[config.mk]
export PLATFORM = sky130hd
export DESIGN_NAME = multi_cycle_ctrl
export DESIGN_NICKNAME = d
export VERILOG_FILES = /design/src/rtl/multi_cycle_ctrl_pkg.sv /design/src/rtl/multi_cycle_ctrl_decode.sv /design/src/rtl/multi_cycle_ctrl.sv
export SDC_FILE = /design/constraint.sdc
export NUM_CORES = 1
export LEC_CHECK = 0
export ABC_AREA = 1
export CORE_MARGIN = 10
export CORE_UTILIZATION = 45
export CTS_CLUSTER_SIZE = 12
export DETAILED_ROUTE_END_ITERATION = 8
export PLACE_DENSITY = 0.78
export SYNTH_ARGS = -nofsm -noshare
export SYNTH_HDL_FRONTEND = slang
export SYNTH_SLANG_ARGS = --single-unit
[constraint.sdc]
create_clock -name clk -period 1.67 [get_ports clk]
set_input_delay 0.4175 -clock clk [delete_from_list [all_inputs] [get_ports clk]]
set_output_delay 0.4175 -clock clk [all_outputs]
set_load 0.05 [all_outputs]
[src/rtl/multi_cycle_ctrl_pkg.sv]
// Shared control encodings for the multi-cycle controller.
// State, instruction-class, mux-select, ALU and extender codes.
package multi_cycle_ctrl_pkg;

  typedef enum logic [2:0] {
    S_FETCH,
    S_DECODE,
    S_EXE,
    S_MEM,
    S_WB
  } state_t;

  typedef enum logic [3:0] {
    C_RTYPE,
    C_ORI,
    C_ADDIU,
    C_LUI,
    C_LW,
    C_SW,
    C_BEQ,
    C_J,
    C_JAL,
    C_ILL
  } cls_t;

  localparam logic [5:0] OP_RTYPE = 6'b000000;
  localparam logic [5:0] OP_ORI   = 6'b001101;
  localparam logic [5:0] OP_ADDIU = 6'b001001;
  localparam logic [5:0] OP_LUI   = 6'b001111;
  localparam logic [5:0] OP_LW    = 6'b100011;
  localparam logic [5:0] OP_SW    = 6'b101011;
  localparam logic [5:0] OP_BEQ   = 6'b000100;
  localparam logic [5:0] OP_J     = 6'b000010;
  localparam logic [5:0] OP_JAL   = 6'b000011;

  localparam logic [5:0] FN_ADDU = 6'b100001;
  localparam logic [5:0] FN_SUBU = 6'b100011;
  localparam logic [5:0] FN_SLT  = 6'b101010;
  localparam logic [5:0] FN_AND  = 6'b100100;
  localparam logic [5:0] FN_OR   = 6'b100101;

  localparam logic [1:0] NPC_PC4 = 2'b00;
  localparam logic [1:0] NPC_BR  = 2'b01;
  localparam logic [1:0] NPC_JMP = 2'b10;

  localparam logic [1:0] RD_RT = 2'b00;
  localparam logic [1:0] RD_RD = 2'b01;
  localparam logic [1:0] RD_RA = 2'b10;

  localparam logic [1:0] WD_ALU = 2'b00;
  localparam logic [1:0] WD_MEM = 2'b01;
  localparam logic [1:0] WD_PC4 = 2'b10;

  localparam logic [1:0] EXT_ZERO    = 2'b00;
  localparam logic [1:0] EXT_SIGNED  = 2'b01;
  localparam logic [1:0] EXT_HIGHPOS = 2'b10;

  localparam logic [2:0] ALU_ADD = 3'b000;
  localparam logic [2:0] ALU_SUB = 3'b001;
  localparam logic [2:0] ALU_AND = 3'b010;
  localparam logic [2:0] ALU_OR  = 3'b011;
  localparam logic [2:0] ALU_SLT = 3'b100;
  localparam logic [2:0] ALU_LUI = 3'b101;

  function automatic logic is_itype(cls_t c);
    return (c == C_ORI) || (c == C_ADDIU) ||
           (c == C_LUI) || (c == C_LW) ||
           (c == C_SW);
  endfunction

  function automatic logic [1:0] ext_sel(cls_t c);
    logic [1:0] e;
    unique case (c)
      C_LUI:   e = EXT_HIGHPOS;
      C_ADDIU,
      C_LW,
      C_SW,
      C_BEQ:   e = EXT_SIGNED;
      default: e = EXT_ZERO;
    endcase
    return e;
  endfunction

endpackage

[src/rtl/multi_cycle_ctrl_decode.sv]
// Op/Funct to instruction class and ALU operation.
// Purely combinational; anything unrecognised maps to C_ILL.
module ctrl_decode
  import multi_cycle_ctrl_pkg::*;
(
  input  logic [5:0] Op,
  input  logic [5:0] Funct,
  output cls_t       cls,
  output logic [2:0] alu_op
);

  always_comb begin
    cls    = C_ILL;
    alu_op = ALU_ADD;
    unique case (Op)
      OP_RTYPE: begin
        unique case (Funct)
          FN_ADDU: begin cls = C_RTYPE; alu_op = ALU_ADD; end
          FN_SUBU: begin cls = C_RTYPE; alu_op = ALU_SUB; end
          FN_SLT:  begin cls = C_RTYPE; alu_op = ALU_SLT; end
          FN_AND:  begin cls = C_RTYPE; alu_op = ALU_AND; end
          FN_OR:   begin cls = C_RTYPE; alu_op = ALU_OR;  end
          default: cls = C_ILL;
        endcase
      end
      OP_ORI:   begin cls = C_ORI;   alu_op = ALU_OR;  end
      OP_ADDIU: begin cls = C_ADDIU; alu_op = ALU_ADD; end
      OP_LUI:   begin cls = C_LUI;   alu_op = ALU_LUI; end
      OP_LW:    begin cls = C_LW;    alu_op = ALU_ADD; end
      OP_SW:    begin cls = C_SW;    alu_op = ALU_ADD; end
      OP_BEQ:   begin cls = C_BEQ;   alu_op = ALU_SUB; end
      OP_J:     cls = C_J;
      OP_JAL:   cls = C_JAL;
      default:  cls = C_ILL;
    endcase
  end

endmodule

[src/rtl/multi_cycle_ctrl.sv]
// Multi-cycle MIPS-subset controller: FETCH/DECODE/EXE/MEM/WB FSM
// with Moore-decoded datapath controls and a retired-instruction count.
module multi_cycle_ctrl
  import multi_cycle_ctrl_pkg::*;
(
  input  logic        clk,
  input  logic        rst,
  input  logic [5:0]  Op,
  input  logic [5:0]  Funct,
  input  logic        Zero,
  input  logic        MemReady,
  output logic        PCWr,
  output logic [1:0]  NPCOp,
  output logic        IRWr,
  output logic        RegWr,
  output logic        MemWr,
  output logic [1:0]  ExtOp,
  output logic        ALUSrcB,
  output logic [2:0]  ALUOp,
  output logic [1:0]  RegDst,
  output logic [1:0]  WDSel,
  output logic        Illegal,
  output logic [31:0] InstrCnt
);

  state_t     state;
  state_t     nstate;
  cls_t       cls;
  logic [2:0] alu_op;
  logic       retire;

  ctrl_decode u_decode (
    .Op     (Op),
    .Funct  (Funct),
    .cls    (cls),
    .alu_op (alu_op)
  );

  always_ff @(posedge clk or posedge rst) begin
    if (rst) begin
      state    <= S_FETCH;
      InstrCnt <= '0;
    end else begin
      state <= nstate;
      if (retire) InstrCnt <= InstrCnt + 32'd1;
    end
  end

  always_comb begin
    nstate  = state;
    retire  = 1'b0;
    PCWr    = 1'b0;
    NPCOp   = NPC_PC4;
    IRWr    = 1'b0;
    RegWr   = 1'b0;
    MemWr   = 1'b0;
    ExtOp   = EXT_ZERO;
    ALUSrcB = 1'b0;
    ALUOp   = ALU_ADD;
    RegDst  = RD_RT;
    WDSel   = WD_ALU;
    Illegal = 1'b0;
    unique case (state)
      S_FETCH: begin
        IRWr   = 1'b1;
        PCWr   = 1'b1;
        nstate = S_DECODE;
      end
      S_DECODE: begin
        unique case (cls)
          C_ILL: begin
            Illegal = 1'b1;
            nstate  = S_FETCH;
          end
          C_J: begin
            PCWr   = 1'b1;
            NPCOp  = NPC_JMP;
            nstate = S_FETCH;
            retire = 1'b1;
          end
          C_JAL: begin
            PCWr   = 1'b1;
            NPCOp  = NPC_JMP;
            nstate = S_WB;
          end
          default: nstate = S_EXE;
        endcase
      end
      S_EXE: begin
        ALUOp   = alu_op;
        ALUSrcB = is_itype(cls);
        ExtOp   = ext_sel(cls);
        unique case (1'b1)
          cls == C_BEQ: begin
            PCWr   = Zero;
            NPCOp  = NPC_BR;
            nstate = S_FETCH;
            retire = 1'b1;
          end
          cls == C_LW,
          cls == C_SW: nstate = S_MEM;
          default:     nstate = S_WB;
        endcase
      end
      S_MEM: begin
        ExtOp = ext_sel(cls);
        MemWr = (cls == C_SW);
        if (MemReady) begin
          if (cls == C_LW) begin
            nstate = S_WB;
          end else begin
            nstate = S_FETCH;
            retire = 1'b1;
          end
        end
      end
      S_WB: begin
        RegWr = 1'b1;
        unique case (1'b1)
          cls == C_RTYPE: RegDst = RD_RD;
          cls == C_JAL:   RegDst = RD_RA;
          default:        RegDst = RD_RT;
        endcase
        unique case (1'b1)
          cls == C_LW:  WDSel = WD_MEM;
          cls == C_JAL: WDSel = WD_PC4;
          default:      WDSel = WD_ALU;
        endcase
        nstate = S_FETCH;
        retire = 1'b1;
      end
      default: nstate = S_FETCH;
    endcase
  end

endmodule

==> impl_metrics.toml, run 1 <==
[outcome]
status = "aborted with a tool error"
lastStage = "global routing"
tool.error = "[ERROR GRT-0232] Routing congestion too high. Check the congestion heatmap in the GUI."

[cts]
cts_hold_buffers = 0
clock_tree.root_cell = "sky130_fd_sc_hd__clkbuf_8"
tritoncts.num_buffers = 5
clkSinkCount = 35
h-tree-depth = 2
ctsLongestPathBuffers = 2

[logic_synthesis]
synth_async_sr_flop_share_pct = 100
synth_top_cell_area_share_pct = 35.1
syn_nets = 379
ys_top_cells_by_area = "sky130_fd_sc_hd__dfrtp_1 35%, sky130_fd_sc_hd__nand2_1 15%, sky130_fd_sc_hd__inv_1 8.1%"
ys_ff_latch = 35
ys_warn_count = 0
postSynthAreaPerCell_sq_um = 6.90
synth-edff-count = 0
ys_types = 35
syn_area_sq_um = 2500
synth_ff_type = "sky130_fd_sc_hd__dfrtp_1"
yosysTopAreaCell = "sky130_fd_sc_hd__dfrtp_1"
synth.yosys.seq_area_share_pct = 35.1
post_synthesis_cell_count = 362

[die]
dieHeight_microns = 94.5
io_pins = 65
row_count = 27
start_util_pct = 45.9
dieWidth_microns = 94.5

[placed_design]
place_worst_setup_slack_ns = -0.972
finalWeightedCongestion = 0.965
port_buffers = 64
dp.final_hpwl_mm = 6.62

[global_routing]
globalRouteOverflowTotal = 124
antenna_violations_before_repair = 3
pin_count_of_the_biggest_net_entering_global_routing = 36
track_usage_pct = 63.6

[sta]
repair-timing-grt-worst-ep = "RegDst[1]"
kind_of_the_worst_endpoint = "output port"
synth_stat cells (3+ instances only):
master / number
sky130_fd_sc_hd__nor2_1: 53
sky130_fd_sc_hd__nand4_1: 10
sky130_fd_sc_hd__or2_2: 3
sky130_fd_sc_hd__nand2_2: 5
sky130_fd_sc_hd__nand3_2: 4
sky130_fd_sc_hd__nand3_1: 32
sky130_fd_sc_hd__xnor2_1: 18
sky130_fd_sc_hd__nor3_1: 10
sky130_fd_sc_hd__dfrtp_1: 35
sky130_fd_sc_hd__nand2_1: 97
sky130_fd_sc_hd__nor2_4: 3
sky130_fd_sc_hd__xor2_1: 6
sky130_fd_sc_hd__inv_1: 54
sky130_fd_sc_hd__a21oi_1: 3
per-stage QoR:
stage          cells  area [sq um]  hold WS, ns
4_1_cts          570          4950        0.490
3_5_place_dp     551          4430        0.517
3_3_place_gp     551          4430        0.507
2_1_floorplan    362          2800        0.570
metal layers:
metal	GRT overflow	track usage [%]
met2	73	81.2
met4	48	73.3
met3	1	47.2
met5	0	7.22
met1	2	60.1
what timing repair did:
action,4_1_cts
endpoints found under the setup margin,51
gates cloned,2
pin swaps,39
resized for setup,134
setup buffers,9
cell families after synthesis:
group	synth area share, %
simple gates	41.8
buf+inv	9.91
flops	35.1
xor+xnor	8.41
compound gates	4.36
fa+ha+maj	0.501
==> inputs of run 2 (changes only) <==
Settings changed: CORE_UTILIZATION 45 to 30, CTS_CLUSTER_SIZE 12 to not set, PLACE_DENSITY 0.78 to not set, PLACE_DENSITY_LB_ADDON set to 0.15.
Clock period 1.67 ns to 2.17 ns, I/O delays scaled along.
==> run 2 against run 1 <==
  * The flow now finishes, with violations (setup timing)
  * Area after synthesis did not move
  * Synthesized cell count did not move
==> impl_metrics.toml, run 2 <==
[outcome]
status = "finished with violations"
violations_in_the_final_reports = "setup timing"

[cts]
clk-insertion-delay-late_ns = 0.29
ctsLongestPathBuffers = 2
h-tree-depth = 2
clk_pin_slew_ns = 0.08
clkSinkCount = 35
cts_hold_buffers = 0
tritoncts.num_buffers = 5
tritoncts = "built"
clock_tree.root_cell = "sky130_fd_sc_hd__clkbuf_8"

[drt]
dr.first_iter.drc_count = 103
routed_wirelength_mm = 7.76
drtPass1Iterations = 4
ant_nets = 0
detailroute.via_count = 2665
viasPerCell = 4.54
post-route-drc-count = 0
wl_per_cell_microns = 13.2

[sta]
timing_worst_slew_pin_value_ns = 0.506
maxSlewViolCount = 0
setup_total_negative_slack_ns = -2.58
fin_skew_ns = 0.00623
rsz0062_at_grt = "true"
finalHoldViolCount = 0
slew-limit-headroom_pct = 66.0
max_freq_mhz = 413
layout_setup_ws_ns = -0.250
report.final.setup_viol = 15
finalWorstPathRequiredPeriod_ns = 2.42
final_cycle_utilization_of_the_critical_path_pct = 112

[pwr]
power.density_nw_per_um2 = 675
fin_total_pwr_mw = 2.93
ir_drop_v = 0.000576
power.leakage_nw = 1.98

[logic_synthesis]
ys_types = 35
post_synthesis_cell_count = 362
postSynthAreaPerCell_sq_um = 6.90
yosysMostFrequentCell = "sky130_fd_sc_hd__nand2_1"
syn_nets = 379
ys_warn_count = 0
ys_ff_latch = 35
yosysTopAreaCell = "sky130_fd_sc_hd__dfrtp_1"
synth_ff_type = "sky130_fd_sc_hd__dfrtp_1"
synth.cells.most_frequent = "97 x sky130_fd_sc_hd__nand2_1, 54 x sky130_fd_sc_hd__inv_1, 53 x sky130_fd_sc_hd__nor2_1, 35 x sky130_fd_sc_hd__dfrtp_1, 32 x sky130_fd_sc_hd__nand3_1"
synth-edff-count = 0
ys_top_cells_by_area = "sky130_fd_sc_hd__dfrtp_1 35%, sky130_fd_sc_hd__nand2_1 15%, sky130_fd_sc_hd__inv_1 8.1%"
syn_area_sq_um = 2500
synth_top_cell_area_share_pct = 35.1
synth.yosys.seq_area_share_pct = 35.1
synth_async_sr_flop_share_pct = 100

[global_routing]
track_usage_pct = 12.5
antenna_violations_before_repair = 0
first_pass_grt_wire_length_mm = 13.3
first_global_vias = 2773
pin_count_of_the_biggest_net_entering_global_routing = 36
globalRouteOverflowTotal = 0

[worst_setup_path]
critical_path.n_buffers_inverters = 3
worstSetupPathDepth = 10
critPathMaxFanout = 5
worstPathArrival_ns = 1.88
cell_with_the_most_instances_on_the_worst_path = "sky130_fd_sc_hd__nor2_4"
critPathSlowestCell = "sky130_fd_sc_hd__nor2_4"
start_kind = "primary input"
endpoint_kind = "primary output"
timing.critical_path.cells = "buf_12 -> nor2_4 -> nand2_4 -> buf_6 -> nor2_4 -> nor2_4 -> nand2_4 -> nand4_4 -> a21oi_4 -> buf_12"
worst-r2r-cell-count = 9
path_delay_family = "simple AND/OR/NAND/NOR gates"
criticalPathCategory = "primary input to primary output"
timing.critical_path.slowest_cell_delay_ns = 0.19
cp.required_ns = 1.63

[die]
die_area_sq_um = 12400
row_count = 33
start_util_pct = 30.6
dieWidth_microns = 111
dieHeight_microns = 111
io_pins = 65
placeableCoreArea_sq_um = 8180

[cells_and_area]
registers.top_by_ff_count = "InstrCnt"
layout_top_registers = "InstrCnt (32), state (3)"
area_of_all_placed_cells_without_fillers_sq_um = 4340
layout_common_cells = "87 x sky130_fd_sc_hd__nand2_1, 60 x sky130_fd_sc_hd__buf_4, 45 x sky130_fd_sc_hd__inv_1, 35 x sky130_fd_sc_hd__dfrtp_1, 34 x sky130_fd_sc_hd__nor2_1"
multi_input_area_sq_um = 1760
drive_above_1_share_pct = 39.8
register_area_sq_um = 876
syn2layout_area_growth_pct = 73.6
n_fill_cell = 781
layout_commonest_cell = "sky130_fd_sc_hd__nand2_1"
antenna-diode-count = 0
finish.net_count = 498
largest_register_ffs = 32

[placed_design]
postPlaceCellArea_sq_um = 3810
port_buffers = 64
finalWeightedCongestion = 0.838
dp.final_hpwl_mm = 6.05

[min_path]
worstHoldPathCells = 1
hold_path.class = "register to register"

[run]
maxCapViolCount = 0
[run 2: cell counts after synthesis]
No cell type changed its count.
[run 2: logic make-up (layout without fill, tap and decap cells)]
| logic type | count (synthesis) | after routing | synth area share, % |
|---|---|---|---|
| xor+xnor | 24 | 24 | 8.41 |
| simple gates | 226 | 226 | 41.8 |
| fa+ha+maj | 1 | 1 | 0.501 |
| flops | 35 | 35 | 35.1 |
| compound gates | 16 | 16 | 4.36 |
| buf+inv | 60 | 180 | 9.91 |
[run 2: repair_timing]
action / 4_1_cts / 5_1_grt
endpoints found under the setup margin: 15 / 15
buffers inserted: 15 / 2
cloned: 0 / 0
gates resized for setup: 111 / 20
pin swaps: 38 / 18
[run 2: layout make-up]
| cell class | count | area share, % |
|---|---|---|
| multi-input cells | 267 | 40.7 |
| repair buffers | 116 | 28.0 |
| flip-flops and latches | 35 | 20.2 |
| inverters | 56 | 4.96 |
| well taps | 105 | 3.03 |
| clock buffers | 5 | 1.59 |
| clock inverters | 3 | 1.56 |
[run 2: routing by layer]
layer | GRT usage, % | up-vias | share of wire [%]
met1 | 16.3 | 1236 | 47
met5 | 0 | - | 0
li1 | - | 1373 | -
met2 | 20.1 | 44 | 47
met3 | 2.60 | 12 | 4.1
met4 | 3.43 | 0 | 1.4
[run 2: worst paths after layout]
| kind | from | endpoint | slack [ns] |
|---|---|---|---|
| min reg2reg | InstrCnt[9] | InstrCnt[9] | 0.52 |
| max in group asynchronous | rst | InstrCnt[29] | 1.20 |
| max reg2reg | state[0] | InstrCnt[19] | 0.44 |
| min in group asynchronous | rst | InstrCnt[10] | 0.65 |
| min | InstrCnt[9] | InstrCnt[9] | 0.52 |
| max | Op[2] | RegDst[1] | -0.25 |
[run 2: per-stage QoR]
stage / util [%] / setup WS, ns / instances / hold WS (ns)
6_report: 53.0 / -0.250 / 587 / 0.525
5_1_grt: 53.0 / -0.325 / 587 / 0.559
4_1_cts: 52.0 / -0.244 / 585 / 0.534
3_5_place_dp: 46.6 / -0.702 / 564 / 0.522
3_3_place_gp: 46.6 / -0.672 / 564 / 0.511
2_1_floorplan: - / -0.144 / 362 / 0.688
[run 2: power by group]
| group | switching (mW) | internal [mW] | leakage (nW) | total, mW |
|---|---|---|---|---|
| clock network | 0.255 | 0.458 | 0.0644 | 0.714 |
| logic | 0.872 | 0.527 | 1.45 | 1.40 |
| registers | 0.0826 | 0.731 | 0.465 | 0.814 |
| total | 1.21 | 1.72 | 1.98 | 2.93 |
Power figures use the tool's default switching activity.
==> inputs of run 3 (changes only) <==
Settings changed: PLACE_DENSITY_LB_ADDON 0.15 to not set, SKIP_LAST_GASP set to 1.
==> run 3 against run 2 <==
  * The flow still finishes with violations (setup timing)
  * Via count rose by 1.2%
  * Non-clock buffer count did not move
  * Core utilization fell by 1.2 points
  * Sequential share of layout area rose by 0.48 points
  * Combinational power barely moved
  * Total power fell by 6.9%
  * Register-to-register slack improved by 0.02 ns
  * Fmax fell by 2.3%
  * Worst setup slack got worse by 0.056 ns
  * Global-route usage rose by 0.32 points
  * Sequential power barely moved
  * Largest cell class unchanged
==> impl_metrics.toml, run 3 (synthesis gave the netlist of run 2 again) <==
[min_path]
hold_path.class = "register to register"

[sta]
finalWorstPathRequiredPeriod_ns = 2.48
maxSlewViolCount = 0
finalHoldWorstSlack_ns = 0.522
final_cycle_utilization_of_the_critical_path_pct = 114
rsz0062_at_grt = "true"
layout_setup_ws_ns = -0.306
max_freq_mhz = 404
fin_skew_ns = 0.00821
slew-limit-headroom_pct = 64.4
report.final.setup_viol = 15
finalHoldViolCount = 0
timing_worst_slew_pin_value_ns = 0.529

[drt]
detailroute.via_count = 2698
ant_nets = 0
wl_per_cell_microns = 13.3
routed_wirelength_mm = 7.83
viasPerCell = 4.60
post-route-drc-count = 0
dr.first_iter.drc_count = 142
drtPass1Iterations = 4

[die]
die_area_sq_um = 12400
placeableCoreArea_sq_um = 8180
dieHeight_microns = 111
row_count = 33
start_util_pct = 30.6
io_pins = 65
dieWidth_microns = 111

[cts]
clkSinkCount = 35
clock_tree.root_cell = "sky130_fd_sc_hd__clkbuf_8"
cts_hold_buffers = 0
ctsLongestPathBuffers = 2
clk-insertion-delay-late_ns = 0.29
tritoncts.num_buffers = 5
tritoncts = "built"
clk_pin_slew_ns = 0.07
h-tree-depth = 2

[cells_and_area]
syn2layout_area_growth_pct = 69.5
largest_register_ffs = 32
finish.net_count = 498
layout_top_registers = "InstrCnt (32), state (3)"
layout_common_cells = "89 x sky130_fd_sc_hd__nand2_1, 55 x sky130_fd_sc_hd__buf_4, 46 x sky130_fd_sc_hd__inv_1, 35 x sky130_fd_sc_hd__dfrtp_1, 33 x sky130_fd_sc_hd__nor2_1"
antenna-diode-count = 0
n_fill_cell = 760
drive_above_1_share_pct = 37.3
area_of_all_placed_cells_without_fillers_sq_um = 4240
layout_commonest_cell = "sky130_fd_sc_hd__nand2_1"
registers.top_by_ff_count = "InstrCnt"

[pwr]
power.density_nw_per_um2 = 643
power.leakage_nw = 1.94
fin_total_pwr_mw = 2.72
ir_drop_v = 0.000369

[placed_design]
port_buffers = 64
dp.final_hpwl_mm = 6.04
postPlaceCellArea_sq_um = 3820
finalWeightedCongestion = 0.852

[global_routing]
first_pass_grt_wire_length_mm = 13.6
track_usage_pct = 12.8
globalRouteOverflowTotal = 0
pin_count_of_the_biggest_net_entering_global_routing = 36
antenna_violations_before_repair = 0
first_global_vias = 2837

[outcome]
status = "finished with violations"
violations_in_the_final_reports = "setup timing"

[worst_setup_path]
worstPathArrival_ns = 1.93
start_kind = "primary input"
cp.required_ns = 1.63
criticalPathCategory = "primary input to primary output"
critPathMaxFanout = 8
endpoint_kind = "primary output"

[run]
maxCapViolCount = 0
[run 3: cell types whose count changed in the layout (fill, tap and decap cells not counted), moves of 3 or more]
| cell | change |
|---|---|
| sky130_fd_sc_hd__nand2_4 | -3 |
| sky130_fd_sc_hd__nand3_2 | -3 |
| sky130_fd_sc_hd__nand3_1 | +3 |
| sky130_fd_sc_hd__buf_4 | -5 |
| sky130_fd_sc_hd__clkdlybuf4s50_1 | +7 |
[run 3: area by class of cell]
type	instances	area (sq um)	area share (%)
clock buffer	8	100	2.36
inverter	56	213	5.02
multi-input combinational	267	1720	40.5
sequential	35	876	20.7
tap	105	131	3.10
timing repair buffer	116	1200	28.3
[run 3: worst paths after layout]
kind,end,depth (start not counted),slack [ns],from
min in group asynchronous,InstrCnt[13],3,0.66,rst
setup reg to reg,InstrCnt[14],8,0.46,state[2]
hold reg to reg,InstrCnt[15],1,0.52,InstrCnt[15]
max in group asynchronous,InstrCnt[2],3,1.20,rst
hold / removal,InstrCnt[15],1,0.52,InstrCnt[15]
setup / recovery,WDSel[1],10,-0.31,Op[5]
[run 3: what timing repair did]
item	CTS	global route
setup buffers	18	1
pin swaps	37	13
cloned	0	0
gates resized for setup	104	13
setup endpoints to repair	35	17
[run 3: critical path, cell delays in order]
cell and delay, ns:
sky130_fd_sc_hd__buf_6 0.10, sky130_fd_sc_hd__nor2_4 0.22, sky130_fd_sc_hd__nand2_4 0.09, sky130_fd_sc_hd__buf_6 0.12, sky130_fd_sc_hd__nor2_4 0.14, sky130_fd_sc_hd__nor2_4 0.06
sky130_fd_sc_hd__nand2_4 0.09, sky130_fd_sc_hd__nand4_4 0.19, sky130_fd_sc_hd__a21oi_4 0.20, sky130_fd_sc_hd__buf_12 0.16
[run 3: where the power goes]
group	switching, mW	internal, mW
combinational	0.865	0.516
sequential	0.0856	0.731
clock	0.236	0.290
total	1.19	1.54
[run 3: per-layer routing]
metal / global-route usage, % / share of wire [%] / vias up
met5: 0 / 0 / -
met4: 3.34 / 0.82 / 0
met3: 3.19 / 5.0 / 5
met2: 22.6 / 51 / 51
met1: 14.9 / 43 / 1265
li1: - / - / 1377
[run 3: stage by stage]
stage / worst slack [ns] / TNS (ns) / std cells / util, %
4_1_cts: -0.267 / -2.85 / 587 / 51.2
3_3_place_gp: -0.663 / -17.24 / 563 / 46.8
5_1_grt: -0.366 / -4.49 / 587 / 51.8
2_1_floorplan: -0.144 / -0.885 / 362 / -
6_report: -0.306 / -3.41 / 587 / 51.8
3_5_place_dp: -0.718 / -18.58 / 563 / 46.8
==> edit 1 (config.mk and constraints of run 3) <==
The 5 states of `state_t` get a one-hot encoding in 5 bits.
--- a/src/rtl/multi_cycle_ctrl_pkg.sv
+++ b/src/rtl/multi_cycle_ctrl_pkg.sv
@@ -2,12 +2,12 @@
 // State, instruction-class, mux-select, ALU and extender codes.
 package multi_cycle_ctrl_pkg;
 
-  typedef enum logic [2:0] {
-    S_FETCH,
-    S_DECODE,
-    S_EXE,
-    S_MEM,
-    S_WB
+  typedef enum logic [4:0] {
+    S_FETCH  = 5'b00001,
+    S_DECODE = 5'b00010,
+    S_EXE    = 5'b00100,
+    S_MEM    = 5'b01000,
+    S_WB     = 5'b10000
   } state_t;
 
   typedef enum logic [3:0] {
Check against the original RTL: no difference found for any inputs over 10 cycles, from zero or initial values and one cycle with rst high; not proved beyond that.
==> edit 1 against run 3 <==
The flow still finishes with violations (negative setup slack). Clock skew barely moved. Routed wire length rose by 1.1%. Sequential cell count rose by 2. Critical path depth rose by 2. First-iteration DRC count fell by 9.9%. Setup slack got worse by 0.088 ns. Cell area rose by 2.2%. Total power fell by 23%. Register-to-register slack got worse by 0.17 ns. Synthesized area rose by 2.7%. Largest cell class unchanged. Highest routed layer unchanged.
==> edit 1: results (changes against run 3) <==
[logic_synthesis]
yosysSeqAreaShare_pct = 36.1  ; +1.1 points
synth_compound_area_share_pct = 2.68  ; -1.7 points
async_flop_share_pct = 100  ; unchanged
synth_cells = 335  ; -7.5%
synth_fa_ha_area_share_pct = 0.488  ; -0.013 points
synthTopCellsByArea = dfrtp_1 35%, nand2_1 11%, nor2_1 6.7%
synth_xor_area_share_pct = 10.6  ; +2.2 points
yosys_warnings = 0  ; unchanged
synthMuxAreaShare_pct = 0  ; unchanged
synth_cell_types = 37  ; +5.7%
ys.flop_type = dfrtp_1
synthTopCellsByCount = 73 x nand2_1, 46 x nor2_1, 42 x inv_1
syn-num-nets = 352  ; -7.1%

[drt]
initialDrtViolationCount = 128  ; -9.9%
vias = 2667  ; -1.1%
wire_per_inst_um = 13.9  ; +3.9%
firstDrtPassIters = 4  ; unchanged
via_per_inst = 4.67  ; +1.6%

[sta]
worst_slack_ns = -0.394  ; -0.0881 ns
tns_ns = -4.00  ; -0.590 ns
setup_viol = 14  ; -1
max_slew_margin_pct = 65.6  ; +1.3 points
skew_ns = 0.00841  ; +0.000197 ns

[placed_design]
post_dp_cell_area_um2 = 3890  ; +1.7%
dp_cells = 545  ; -3.2%
place_hpwl_um = 5920  ; -1.9%
portBuffers = 64  ; unchanged
place.gp.congestion = 0.857  ; +0.52%

[global_route]
grt_max_degree = 38  ; +5.6%
grt_pass1_wl_um = 13000  ; -4.4%
antenna_found_initial = 0  ; unchanged
grt_util_all_layers_pct = 11.9  ; -0.84 points
grt_pass1_vias = 2773  ; -2.3%

[run_status]
violations = negative setup slack
outcome = complete, but fails checks

[clock_network]
cts_root_buf = clkbuf_8
cts_made_buffers = 5  ; unchanged
h-tree-depth = 2  ; unchanged
path_clk_slew_ns = 0.07  ; about the same
clk_path_buf_depth = 2  ; unchanged
clk_latency_ns = 0.29  ; about the same

[layout]
finalNetCount = 483  ; -3.0%
final.fill_count = 746  ; -1.8%
diodes = 0  ; unchanged
drive_gt1_share_pct = 45.9  ; +8.6 points
largestRegisters = InstrCnt x32, state x5

[min_path]
hold_path.class = register to register

[worst_setup_path]
max_stage_delay_ns = 0.22  ; about the same
crit_fanout = 7  ; -1
cp_top_family = simple AND/OR/NAND/NOR gates
arrival_ns = 2.02  ; +0.09 ns
critical-path-slowest-cell = nor2_4

[power]
vdd_drop_max_v = 0.000577  ; +56%
power.static_leakage_nw = 1.91  ; -1.5%

==> edit 1: area by class of cell <==
type | instances | area (um^2) | share of cell area, %
Multi-Input combinational cell | 248 | 1760 | 40.7
Clock buffer | 7 | 86.3 | 1.99
Tap cell | 105 | 131 | 3.03
Sequential cell | 37 | 927 | 21.4
Timing Repair Buffer | 127 | 1240 | 28.7
Inverter | 47 | 183 | 4.22
==> edit 1: path summary, 6_finish.rpt <==
kind	start	endpoint	slack (ns)	depth (start not counted)
hold / removal	InstrCnt[30]$_DFFE_PP0P_	InstrCnt[30]$_DFFE_PP0P_	0.49	1
hold reg to reg	InstrCnt[30]$_DFFE_PP0P_	InstrCnt[30]$_DFFE_PP0P_	0.49	1
min in group asynchronous	rst	InstrCnt[28]$_DFFE_PP0P_	0.66	3
setup reg to reg	state[0]$_DFFE_PP1P_	InstrCnt[3]$_DFFE_PP0P_	0.29	10
setup / recovery	Op[4]	RegDst[0]	-0.39	12
max in group asynchronous	rst	state[0]$_DFFE_PP1P_	1.16	3
==> edit 1: layer usage <==
metal | track usage [%] | part of all wire (%) | wire length, um
met1 | 13.7 | 42 | 3330
met2 | 21.4 | 51 | 4070
met3 | 2.77 | 4.8 | 380
met4 | 3.72 | 1.7 | 134
met5 | 0 | 0 | 0
==> edit 1: per-stage QoR <==
stage          power (mW)  worst slack (ns)
2_1_floorplan        1.22            -0.237
3_3_place_gp         1.52            -0.743
3_5_place_dp         1.53            -0.834
4_1_cts              2.10            -0.350
5_1_grt              2.20            -0.479
6_report             2.10            -0.394
==> edit 1: where the power goes <==
part,switching [mW],internal [mW]
clock network,0.231,0.252
registers,0.0555,0.740
logic,0.473,0.352
==> edit 1: logic make-up after synthesis <==
group | after synthesis
simple gates | 205
flops | 37
fa+ha+maj | 1
xor+xnor | 31
buf+inv | 50
compound gates | 11
==> edit 1: repair_timing <==
action | CTS | global route
gates resized for setup | 96 | 19
buffers inserted | 18 | 1
endpoints found under the setup margin | 38 | 14
pin swaps | 32 | 13
==> edit 2 (settings of run 3) <==
Made on the original files. Register the output `InstrCnt` once more, with the module's reset; this adds one clock of latency there. The other outputs are not delayed to match.
--- a/src/rtl/multi_cycle_ctrl.sv
+++ b/src/rtl/multi_cycle_ctrl.sv
@@ -23,6 +23,8 @@
   output logic [31:0] InstrCnt
 );
 
+  logic [31:0] InstrCnt_s0;
+
   state_t     state;
   state_t     nstate;
   cls_t       cls;
@@ -39,10 +41,10 @@
   always_ff @(posedge clk or posedge rst) begin
     if (rst) begin
       state    <= S_FETCH;
-      InstrCnt <= '0;
+      InstrCnt_s0 <= '0;
     end else begin
       state <= nstate;
-      if (retire) InstrCnt <= InstrCnt + 32'd1;
+      if (retire) InstrCnt_s0 <= InstrCnt_s0 + 32'd1;
     end
   end
 
@@ -133,5 +135,13 @@
     endcase
   end
 
+  always_ff @(posedge clk or posedge rst) begin
+    if (rst) begin
+      InstrCnt <= '0;
+    end else begin
+      InstrCnt <= InstrCnt_s0;
+    end
+  end
+
 endmodule
 
Formal check against the unedited RTL: not equivalent (a bounded check fails within 4 cycles, from zero or initial values and one cycle with rst high).
==> edit 2 against run 3 <==
The run still ends with negative setup slack left. Sequential cell count rose by 32. Register-to-register slack got worse by 0.20 ns. Setup slack improved by 0.038 ns. Synthesized area rose by 42%. Synthesized cell count rose by 30%. Core utilization fell by 4.1 points. Maximum frequency rose by 1.6%. Via count rose by 25%. Cell area rose by 30%. Routed wire length rose by 28%. Combinational power rose by 7%. Clock skew barely moved. Total power rose by 69%. Highest routed layer unchanged.
==> edit 2: results (changes against run 3) <==
[run_status]
outcome = complete, but fails checks
violations = negative setup slack

[layout]
finalNetCount = 606  ; +22%
final.fill_count = 1091  ; +44%
clock_buffers = 12  ; +4
largestRegisters = InstrCnt x32, InstrCnt_s0 x32, state x3
syn_to_final_growth_pct = 54.9
sh_seq_area_pct = 30.5  ; +9.9 points
final-clk-cell-share_pct = 5.77  ; +3.4 points
layout.nonclk_buf_share_pct = 21.8  ; -6.5 points
inverters = 42  ; -25%
drive_gt1_share_pct = 29.2  ; -8.1 points
buffers = 114  ; -1.7%
multi_input_area_um2 = 1960  ; +14%

[drt]
vias = 3364  ; +25%

[clock_network]
post-cts-setup-buffer-count = 19  ; +1
clk_latency_ns = 0.33  ; +0.04 ns
path_clk_slew_ns = 0.05  ; -0.02 ns
cts_sinks = 67  ; +91%

[logic_synthesis]
synthTopCellsByCount = 181 x nand2_1, 79 x nor2_1, 67 x dfrtp_1
synthTopCellsByArea = dfrtp_1 47%, nand2_1 19%, nor2_1 8.4%
yosysSeqAreaShare_pct = 47.3  ; +12 points
syn_avg_cell_area_um2 = 7.56  ; +9.5%
synth_cell_types = 29  ; -17%

[power]
vdd_drop_max_v = 0.000390  ; +5.7%
swShare_pct = 34.6  ; -9.0 points
power.static_leakage_nw = 2.52  ; +30%

[sta]
worst_pin_slew_ns = 0.519  ; -0.00997 ns
setup_viol = 15  ; unchanged
worst_slack_ns = -0.268  ; +0.0380 ns
skew_ns = 0.00841  ; +0.000197 ns

[floorplanning]
core_area_um2 = 11500  ; +41%

[placed_design]
place.gp.congestion = 0.918  ; +7.7%
post_dp_cell_area_um2 = 4820  ; +26%

edit 2: cell types whose count changed after synthesis, moves of 9 or more:
| cell | change |
|---|---|
| nand2_1 | +84 |
| dfrtp_1 | +32 |
| xnor2_1 | -9 |
| inv_1 | -15 |
| nor2_1 | +26 |
| nand3_1 | -10 |
edit 2: cell families (layout without fill, tap and decap cells):
group           after synthesis  after routing  synth area share, %
simple gates                314            315                 37.3
flops                        67             67                 47.3
buf+inv                      48            170                 6.21
xor+xnor                     24             24                 6.14
compound gates               15             15                 2.65
fa+ha+maj                     1              1                0.353
edit 2: path summary, 6_finish.rpt:
kind                                                   from  slack, ns                     endpoint  cells past startpoint
worst max register to register   InstrCnt_s0[0]$_DFFE_PP0P_       0.26  InstrCnt_s0[30]$_DFFE_PP0P_                     10
min in group asynchronous                               rst       0.66       InstrCnt[29]$_DFF_PP0_                      3
worst max-delay path                                  Op[3]      -0.27                     WDSel[1]                     11
worst min-delay path            InstrCnt_s0[31]$_DFFE_PP0P_       0.43       InstrCnt[31]$_DFF_PP0_                      0
max in group asynchronous                               rst       1.24  InstrCnt_s0[18]$_DFFE_PP0P_                      3
worst min register to register  InstrCnt_s0[31]$_DFFE_PP0P_       0.43       InstrCnt[31]$_DFF_PP0_                      0
edit 2: routing by layer:
layer / global-route usage (%) / vias up / part of all wire, %
met1: 15.1 / 1555 / 44
met3: 3.78 / 19 / 6.5
met5: 0 / - / 0
met2: 20.0 / 97 / 47
met4: 4.88 / 0 / 2.3
li1: - / 1693 / -
edit 2: power groups by stage:
stage / combinational, mW / sequential (mW) / clock (mW)
finish: 1.47 / 1.59 / 1.54
global route: 1.58 / 1.63 / 1.62
CTS: 1.47 / 1.60 / 1.57
detailed placement: 1.40 / 1.62 / 0
global placement: 1.39 / 1.61 / 0
floorplan: 0.602 / 1.87 / 0
